**config.mk**
```make
export PLATFORM = sky130hd
export DESIGN_NAME = monitor_end_sim_arb_flat
export DESIGN_NICKNAME = d
export VERILOG_FILES = /design/src/rtl/monitor_end_sim_arb_pkg.sv /design/src/rtl/monitor_end_sim_arb_if.sv /design/src/rtl/monitor_end_sim_arb_wdog.sv /design/src/rtl/monitor_end_sim_arb.sv /design/src/flat_wrapper.sv
export SDC_FILE = /design/constraint.sdc
export NUM_CORES = 1
export LEC_CHECK = 0
export BUFFER_PORTS_ARGS = -buffer_cell sky130_fd_sc_hd__buf_2
export CAP_MARGIN = 10
export CELL_PAD_IN_SITES_DETAIL_PLACEMENT = 1
export CELL_PAD_IN_SITES_GLOBAL_PLACEMENT = 1
export CORE_AREA = 2 2 135 85
export CTS_CLUSTER_DIAMETER = 40
export DETAILED_ROUTE_END_ITERATION = 16
export DIE_AREA = 0 0 137 87
export PLACE_DENSITY_LB_ADDON = 0.1
export SLEW_MARGIN = 20
export SYNTH_ARGS = -nofsm -noshare
export SYNTH_HDL_FRONTEND = slang
export SYNTH_SLANG_ARGS = --single-unit
```
**constraint.sdc**
```tcl
create_clock -name pj_clk -period 2.6 [get_ports pj_clk]
set_input_delay 0.39 -clock pj_clk [delete_from_list [all_inputs] [get_ports pj_clk]]
set_output_delay 0.39 -clock pj_clk [all_outputs]
set_load 0.005 [all_outputs]
```
**src/rtl/monitor_end_sim_arb_pkg.sv**
```systemverilog
// rtl/monitor_end_sim_arb_pkg.sv - shared state encoding and width helpers for the end-of-sim arbiter
package monitor_pkg;

    localparam logic [1:0] ST_RUN   = 2'd0;
    localparam logic [1:0] ST_DRAIN = 2'd1;
    localparam logic [1:0] ST_DONE  = 2'd2;

    function automatic int clog2(input int v);
        int r;
        r = 0;
        for (int i = 0; i < 31; i++) begin
            if ((1 << r) < v) r = r + 1;
        end
        return r;
    endfunction

    // Width able to hold 0..v, never narrower than one bit.
    function automatic int cnt_width(input int v);
        return (clog2(v + 1) < 1) ? 1 : clog2(v + 1);
    endfunction

    function automatic int cid_width(input int num_ch);
        return cnt_width(num_ch);
    endfunction

    function automatic int wdog_cause_id(input int num_ch);
        return num_ch;
    endfunction

endpackage

```
**src/rtl/monitor_end_sim_arb_if.sv**
```systemverilog
// rtl/monitor_end_sim_arb_if.sv - request and status bundle between monitors and the end-of-sim arbiter
interface monitor_end_sim_arb_if
    import monitor_pkg::*;
#(
    parameter int NUM_CH = 4,
    parameter int CNT_W  = 32
);
    localparam int CID_W = cid_width(NUM_CH);

    logic [NUM_CH-1:0] ch_end_req;
    logic [NUM_CH-1:0] ch_mask;
    logic              inst_complete;
    logic              wdog_en;

    logic              monitor_end_sim;
    logic              end_pending;
    logic              first_cause_vld;
    logic [CID_W-1:0]  first_cause;
    logic [NUM_CH:0]   cause_vec;
    logic [CNT_W-1:0]  end_cycle;
    logic [CNT_W-1:0]  cycle_count;

    modport master (
        output ch_end_req, ch_mask, inst_complete, wdog_en,
        input  monitor_end_sim, end_pending, first_cause_vld, first_cause,
               cause_vec, end_cycle, cycle_count
    );

    modport slave (
        input  ch_end_req, ch_mask, inst_complete, wdog_en,
        output monitor_end_sim, end_pending, first_cause_vld, first_cause,
               cause_vec, end_cycle, cycle_count
    );

endinterface

```
**src/rtl/monitor_end_sim_arb_wdog.sv**
```systemverilog
// rtl/monitor_end_sim_arb_wdog.sv - no-progress watchdog counting cycles without a retired instruction
module monitor_wdog #(
    parameter int WDOG_W     = 20,
    parameter int WDOG_LIMIT = 100000
) (
    input  logic pj_clk,
    input  logic reset_l,
    input  logic inst_complete,
    input  logic wdog_en,
    input  logic run,
    output logic wdog_hit
);

    localparam logic [WDOG_W-1:0] LAST = WDOG_W'(WDOG_LIMIT - 1);

    logic [WDOG_W-1:0] wdog_cnt;

    always_ff @(posedge pj_clk or negedge reset_l) begin
        if (!reset_l) begin
            wdog_cnt <= '0;
        end else if (inst_complete || !wdog_en || !run) begin
            wdog_cnt <= '0;
        end else if (wdog_cnt != '1) begin
            wdog_cnt <= wdog_cnt + 1'b1;
        end
    end

    // The limit-th idle cycle is the one observed with LIMIT-1 already counted.
    assign wdog_hit = run & wdog_en & ~inst_complete & (wdog_cnt == LAST);

endmodule

```
**src/rtl/monitor_end_sim_arb.sv**
```systemverilog
// rtl/monitor_end_sim_arb.sv - masks monitor end requests, records the first cause, drains, then ends the sim
module monitor_end_sim_arb
    import monitor_pkg::*;
#(
    parameter int NUM_CH       = 4,
    parameter int CNT_W        = 32,
    parameter int DRAIN_CYCLES = 16,
    parameter int WDOG_W       = 20,
    parameter int WDOG_LIMIT   = 100000
) (
    input  logic                  pj_clk,
    input  logic                  reset_l,
    monitor_end_sim_arb_if.slave  bus
);

    localparam int               CID_W   = cid_width(NUM_CH);
    localparam int               DW      = cnt_width(DRAIN_CYCLES);
    localparam logic [CID_W-1:0] WDOG_ID = CID_W'(wdog_cause_id(NUM_CH));
    localparam logic [DW-1:0]    DRAIN_LD = DW'(DRAIN_CYCLES);

    logic [1:0]       state;
    logic [DW-1:0]    drain_cnt;
    logic             run;
    logic             wdog_hit;
    logic [NUM_CH:0]  eff;
    logic [NUM_CH:0]  cause_q;
    logic [CID_W-1:0] cause_sel;
    logic [CID_W-1:0] first_cause_q;
    logic             vld_q;
    logic [CNT_W-1:0] cyc_q;
    logic [CNT_W-1:0] end_cyc_q;

    assign run = (state == ST_RUN);

    monitor_wdog #(
        .WDOG_W     (WDOG_W),
        .WDOG_LIMIT (WDOG_LIMIT)
    ) u_wdog (
        .pj_clk        (pj_clk),
        .reset_l       (reset_l),
        .inst_complete (bus.inst_complete),
        .wdog_en       (bus.wdog_en),
        .run           (run),
        .wdog_hit      (wdog_hit)
    );

    assign eff = {wdog_hit, bus.ch_end_req & ~bus.ch_mask};

    // Descending scan so the lowest active channel is the last assignment;
    // the watchdog id only survives when no external channel is set.
    always_comb begin
        cause_sel = WDOG_ID;
        for (int i = NUM_CH - 1; i >= 0; i--) begin
            if (eff[i]) cause_sel = CID_W'(i);
        end
    end

    always_ff @(posedge pj_clk or negedge reset_l) begin
        if (!reset_l) begin
            state         <= ST_RUN;
            drain_cnt     <= '0;
            cause_q       <= '0;
            first_cause_q <= '0;
            vld_q         <= 1'b0;
            cyc_q         <= '0;
            end_cyc_q     <= '0;
        end else begin
            if (cyc_q != '1) cyc_q <= cyc_q + 1'b1;

            case (state)
                ST_RUN: begin
                    if (|eff) begin
                        first_cause_q <= cause_sel;
                        vld_q         <= 1'b1;
                        end_cyc_q     <= cyc_q;
                        cause_q       <= cause_q | eff;
                        drain_cnt     <= DRAIN_LD;
                        state         <= ST_DRAIN;
                    end
                end
                ST_DRAIN: begin
                    cause_q <= cause_q | eff;
                    if (drain_cnt == '0) begin
                        state <= ST_DONE;
                    end else begin
                        drain_cnt <= drain_cnt - 1'b1;
                    end
                end
                ST_DONE: begin
                end
                default: state <= ST_RUN;
            endcase
        end
    end

    assign bus.monitor_end_sim = (state == ST_DONE);
    assign bus.end_pending     = (state == ST_DRAIN);
    assign bus.first_cause_vld = vld_q;
    assign bus.first_cause     = first_cause_q;
    assign bus.cause_vec       = cause_q;
    assign bus.end_cycle       = end_cyc_q;
    assign bus.cycle_count     = cyc_q;

endmodule

```
**src/flat_wrapper.sv**
```systemverilog
// flat-port wrapper written by rule: the top's interface ports become plain ports
module monitor_end_sim_arb_flat import monitor_pkg::*;
#(
    parameter int NUM_CH       = 4,
    parameter int CNT_W        = 32,
    parameter int DRAIN_CYCLES = 16,
    parameter int WDOG_W       = 20,
    parameter int WDOG_LIMIT   = 100000
)
  (pj_clk, reset_l, bus_ch_end_req, bus_ch_mask, bus_inst_complete, bus_wdog_en, bus_monitor_end_sim, bus_end_pending, bus_first_cause_vld, bus_first_cause, bus_cause_vec, bus_end_cycle, bus_cycle_count);
  monitor_end_sim_arb_if #(.NUM_CH(NUM_CH), .CNT_W(CNT_W)) bus_i ();
  input  logic pj_clk;
  input  logic reset_l;
  input wire logic [$bits(bus_i.ch_end_req)-1:0] bus_ch_end_req;
  input wire logic [$bits(bus_i.ch_mask)-1:0] bus_ch_mask;
  input wire logic [$bits(bus_i.inst_complete)-1:0] bus_inst_complete;
  input wire logic [$bits(bus_i.wdog_en)-1:0] bus_wdog_en;
  output wire logic [$bits(bus_i.monitor_end_sim)-1:0] bus_monitor_end_sim;
  output wire logic [$bits(bus_i.end_pending)-1:0] bus_end_pending;
  output wire logic [$bits(bus_i.first_cause_vld)-1:0] bus_first_cause_vld;
  output wire logic [$bits(bus_i.first_cause)-1:0] bus_first_cause;
  output wire logic [$bits(bus_i.cause_vec)-1:0] bus_cause_vec;
  output wire logic [$bits(bus_i.end_cycle)-1:0] bus_end_cycle;
  output wire logic [$bits(bus_i.cycle_count)-1:0] bus_cycle_count;
  assign bus_i.ch_end_req = bus_ch_end_req;
  assign bus_i.ch_mask = bus_ch_mask;
  assign bus_i.inst_complete = bus_inst_complete;
  assign bus_i.wdog_en = bus_wdog_en;
  assign bus_monitor_end_sim = bus_i.monitor_end_sim;
  assign bus_end_pending = bus_i.end_pending;
  assign bus_first_cause_vld = bus_i.first_cause_vld;
  assign bus_first_cause = bus_i.first_cause;
  assign bus_cause_vec = bus_i.cause_vec;
  assign bus_end_cycle = bus_i.end_cycle;
  assign bus_cycle_count = bus_i.cycle_count;
  monitor_end_sim_arb #(.NUM_CH(NUM_CH), .CNT_W(CNT_W), .DRAIN_CYCLES(DRAIN_CYCLES), .WDOG_W(WDOG_W), .WDOG_LIMIT(WDOG_LIMIT)) u_core (.pj_clk(pj_clk), .reset_l(reset_l), .bus(bus_i));
endmodule
```
==> results.sh <==
export IMPL_crit_type="flop to flop"
export IMPL_rr_startpoint="u_core.u_wdog.wdog_cnt[12]"
export IMPL_r2r_setup_slack_ns=0.40
export IMPL_switching_share_pct=22.1
export IMPL_cts_hold_buf=0
export IMPL_ir_worst_vdd_v=0.000336
export IMPL_dieArea_mm2=0.0119
export IMPL_wl_um=11100
export IMPL_r2r_end="u_core.bus.end_cycle[2]"
export IMPL_drive_above_1_share_pct=31.6
export IMPL_final_cell_mix="dfrtp_1 (100), buf_2 (85), nor2_1 (31), mux2_2 (31), nand4_1 (22)"
export IMPL_die_h_um=87
export IMPL_ios=87
export IMPL_yosysSeqAreaShare_pct=54.6
export IMPL_critPathSlowestCell="nor4_1"
export IMPL_crit_family="simple AND/OR/NAND/NOR gates"
export IMPL_hold_path_class="input port to asynchronous set/reset pin"
export IMPL_drv_cap=0
export IMPL_grt_max_degree=52
export IMPL_syn_avg_cell_area_um2=11.6
export IMPL_place_hpwl_um=7910
export IMPL_powerDensity_mw_per_mm2=541
export IMPL_power_frac_seq_pct=52.0
export IMPL_pre_cts_ws_ns=0.426
export IMPL_start_util_pct=42.4
export IMPL_clockBufferDepth=2
export IMPL_antenna_found_initial=0
export IMPL_htree_num_levels=3
export IMPL_crit_path_cell_trace="nor4_1 > nand3_1 > o21ai_4 > buf_12 > mux2_2"
export IMPL_pwr_share_clk_pct=46.3
export IMPL_worst_pin_slew_ns=0.683
export IMPL_finalSetupViolations=0
export IMPL_grt_overflow=0
export IMPL_p_leak_nw=2.71
export IMPL_crit_path_start_kind="flop"
export IMPL_gp_congestion=0.750
export IMPL_ant_nets=0
export IMPL_synth_edff_count=0
export IMPL_wl_per_cell_um=17.4
export IMPL_numCtsBuffers=9
export IMPL_layout_commonest_cell="dfrtp_1"
export IMPL_vias_per_cell=5.39
export IMPL_drtIter0Drc=107
export IMPL_synthesis_area_mm2=0.00459
export IMPL_status="complete, no violations"
export IMPL_post_cts_resize_count=0
export IMPL_p_int_w=0.00233
export IMPL_slew_violations=0
export IMPL_rows=30
export IMPL_clockRootBuffer="clkbuf_16"
export IMPL_reg2reg_depth=5
export IMPL_dp_cells=622
export IMPL_power_frac_comb_pct=1.7
export IMPL_arrival_ns=2.43
export IMPL_vias=3438
export IMPL_coreArea_mm2=0.0108
export IMPL_path_buf_inv=1
export IMPL_ys_ff_latch=100
export IMPL_grt_pass1_wl_um=18300
export IMPL_synthFlopType="dfrtp_1"
export IMPL_fin_cells=638
export IMPL_cts_tree="done"
export IMPL_synthesis_nets=413
export IMPL_insertion_delay_ns=0.34
export IMPL_cp_max_fo=38
export IMPL_crit_path_end_kind="flop"
export IMPL_route_detailed_drc=0
export IMPL_cts_setup_buffers=0
export IMPL_netlist_instances=397
export IMPL_cts_sinks=100
export IMPL_drtPass1Iterations=4
export IMPL_hold_viol_final=0
export IMPL_track_usage_pct=19.8
export IMPL_worstPathRequired_ns=2.83
export IMPL_antenna_diode_count=0
export IMPL_fin_skew_ns=0.00814
export IMPL_post_route_period_util_pct=84.8
export IMPL_area_delta_synth_final_pct=20.4
export IMPL_setup_tns_final_ns=0
export IMPL_ys_async_sr_fraction_pct=100
export IMPL_fp_dieW_um=137
export IMPL_switching_power_w=0.000659
export IMPL_relSlewSlack_pct=54.5
export IMPL_port_buffers=86
export IMPL_worst_slack_ns=0.396
export IMPL_post_route_util_pct=51.1
export IMPL_clkSlewWorstSetupHoldPaths_ns=0.07
export IMPL_cp_slowest_stage_delay_ns=0.56
export IMPL_clock_fmax_ghz=0.454
export IMPL_yosys_warnings=0
export IMPL_first_global_vias=3441
export IMPL_fin_nets=505
export IMPL_rsz0062_at_grt="false"
export IMPL_synth_cell_types=51
export IMPL_fin_crit_ns=2.20
-- power groups by stage --
stage / clock network [W] / registers [W] / logic [W]
CTS: 0.00142 / 0.00155 / 0.0000551
global route: 0.00148 / 0.00155 / 0.0000611
detailed placement: 0 / 0.00159 / 0.0000551
finish: 0.00138 / 0.00155 / 0.0000517
global placement: 0 / 0.00159 / 0.0000537
floorplan: 0 / 0.00159 / 0.00000616
-- cell families (layout without fill, tap and decap cells) --
group / Yosys count / after routing / synth area share (%)
adder cells (fa/ha/maj): 4 / 4 / 1.09
AND/OR/NAND/NOR: 143 / 143 / 17.7
multiplexers: 38 / 38 / 9.25
buffers and inverters: 20 / 117 / 2.46
flip-flops: 100 / 100 / 54.6
XOR/XNOR: 39 / 39 / 7.45
AO/OA/AOI/OAI: 53 / 53 / 7.45
-- through the flow --
step	instance area (µm²)	total power (W)	hold slack, ns
2_1_floorplan	4590	0.00159	0.0944
3_3_place_gp	5210	0.00164	0.434
3_5_place_dp	5210	0.00164	0.443
4_1_cts	5520	0.00303	0.109
5_1_grt	5520	0.00310	0.133
6_report	5520	0.00299	0.0804
-- how the worst max path moves through the flow --
stage / slack [ns] / endpoint / startpoint / depth (start not counted)
global route: 0.21 / u_core.drain_cnt[3] / u_core.u_wdog.wdog_cnt[6] / 6
CTS: 0.43 / u_core.bus.end_cycle[13] / u_core.u_wdog.wdog_cnt[6] / 5
global placement: 0.51 / u_core.bus.end_cycle[9] / u_core.u_wdog.wdog_cnt[12] / 5
floorplan: 0.51 / u_core.u_wdog.wdog_cnt[17] / u_core.u_wdog.wdog_cnt[0] / 8
finish: 0.40 / u_core.bus.end_cycle[2] / u_core.u_wdog.wdog_cnt[12] / 5
detailed placement: 0.43 / u_core.bus.end_cycle[13] / bus_inst_complete / 6
-- sequential cells by signal (all words and copies together), names as in the netlist --
signal                      count
u_core.bus.cycle_count         32
u_core.bus.end_cycle           32
u_core.u_wdog.wdog_cnt         20
u_core.bus.cause_vec            5
u_core.drain_cnt                5
u_core.bus.first_cause          3
u_core.state                    2
u_core.bus.first_cause_vld      1
-- Yosys cell counts (3+ instances only) --
cell      number  share of area, %
a21o_1         4              0.65
a21oi_1       16               1.7
a31oi_1        4              0.55
and3_1         8               1.1
and4_1         8               1.5
and4_4         3              0.74
buf_2          6              0.65
buf_6          4              0.98
clkbuf_1       4              0.33
dfrtp_1      100                55
ha_1           4               1.1
inv_1          6              0.49
mux2_1         4              0.98
mux2_2        31               7.6
mux2i_1        3              0.65
nand2_1       21               1.7
nand2b_1       3              0.41
nand3_1       17               1.9
nand4_1       22               3.0
nor2_1        31               2.5
nor2b_1        4              0.55
nor3_1         4              0.44
nor4_1         4              0.55
o211ai_1       3              0.49
o21ai_0        9              0.98
or2_2          3              0.41
or4_1          3              0.49
xnor2_1       20               3.8
xor2_1        19               3.6
-- layer usage --
metal	vias up	global-route usage (%)	share of wire [%]
met3	7	4.48	4.6
met2	75	29.2	44
met1	1727	29.5	51
li1	1629	-	-
met5	-	0	0
met4	0	4.50	0.69
-- final cells by class --
type,count,area (µm²)
Multi-Input combinational cell,277,1980
Tap cell,144,180
Clock inverter,7,82.6
Inverter,6,22.5
Clock buffer,9,225
Timing Repair Buffer,95,526
Fill cell,1185,5290
Sequential cell,100,2500
-- worst register-to-register path, stage by stage, from the launching register on --
cell and delay [ns]:
dfrtp_1 0.45, nor4_1 0.56, nand3_1 0.24, o21ai_4 0.20, buf_12 0.25, mux2_2 0.38
Power figures use the tool's default switching activity.
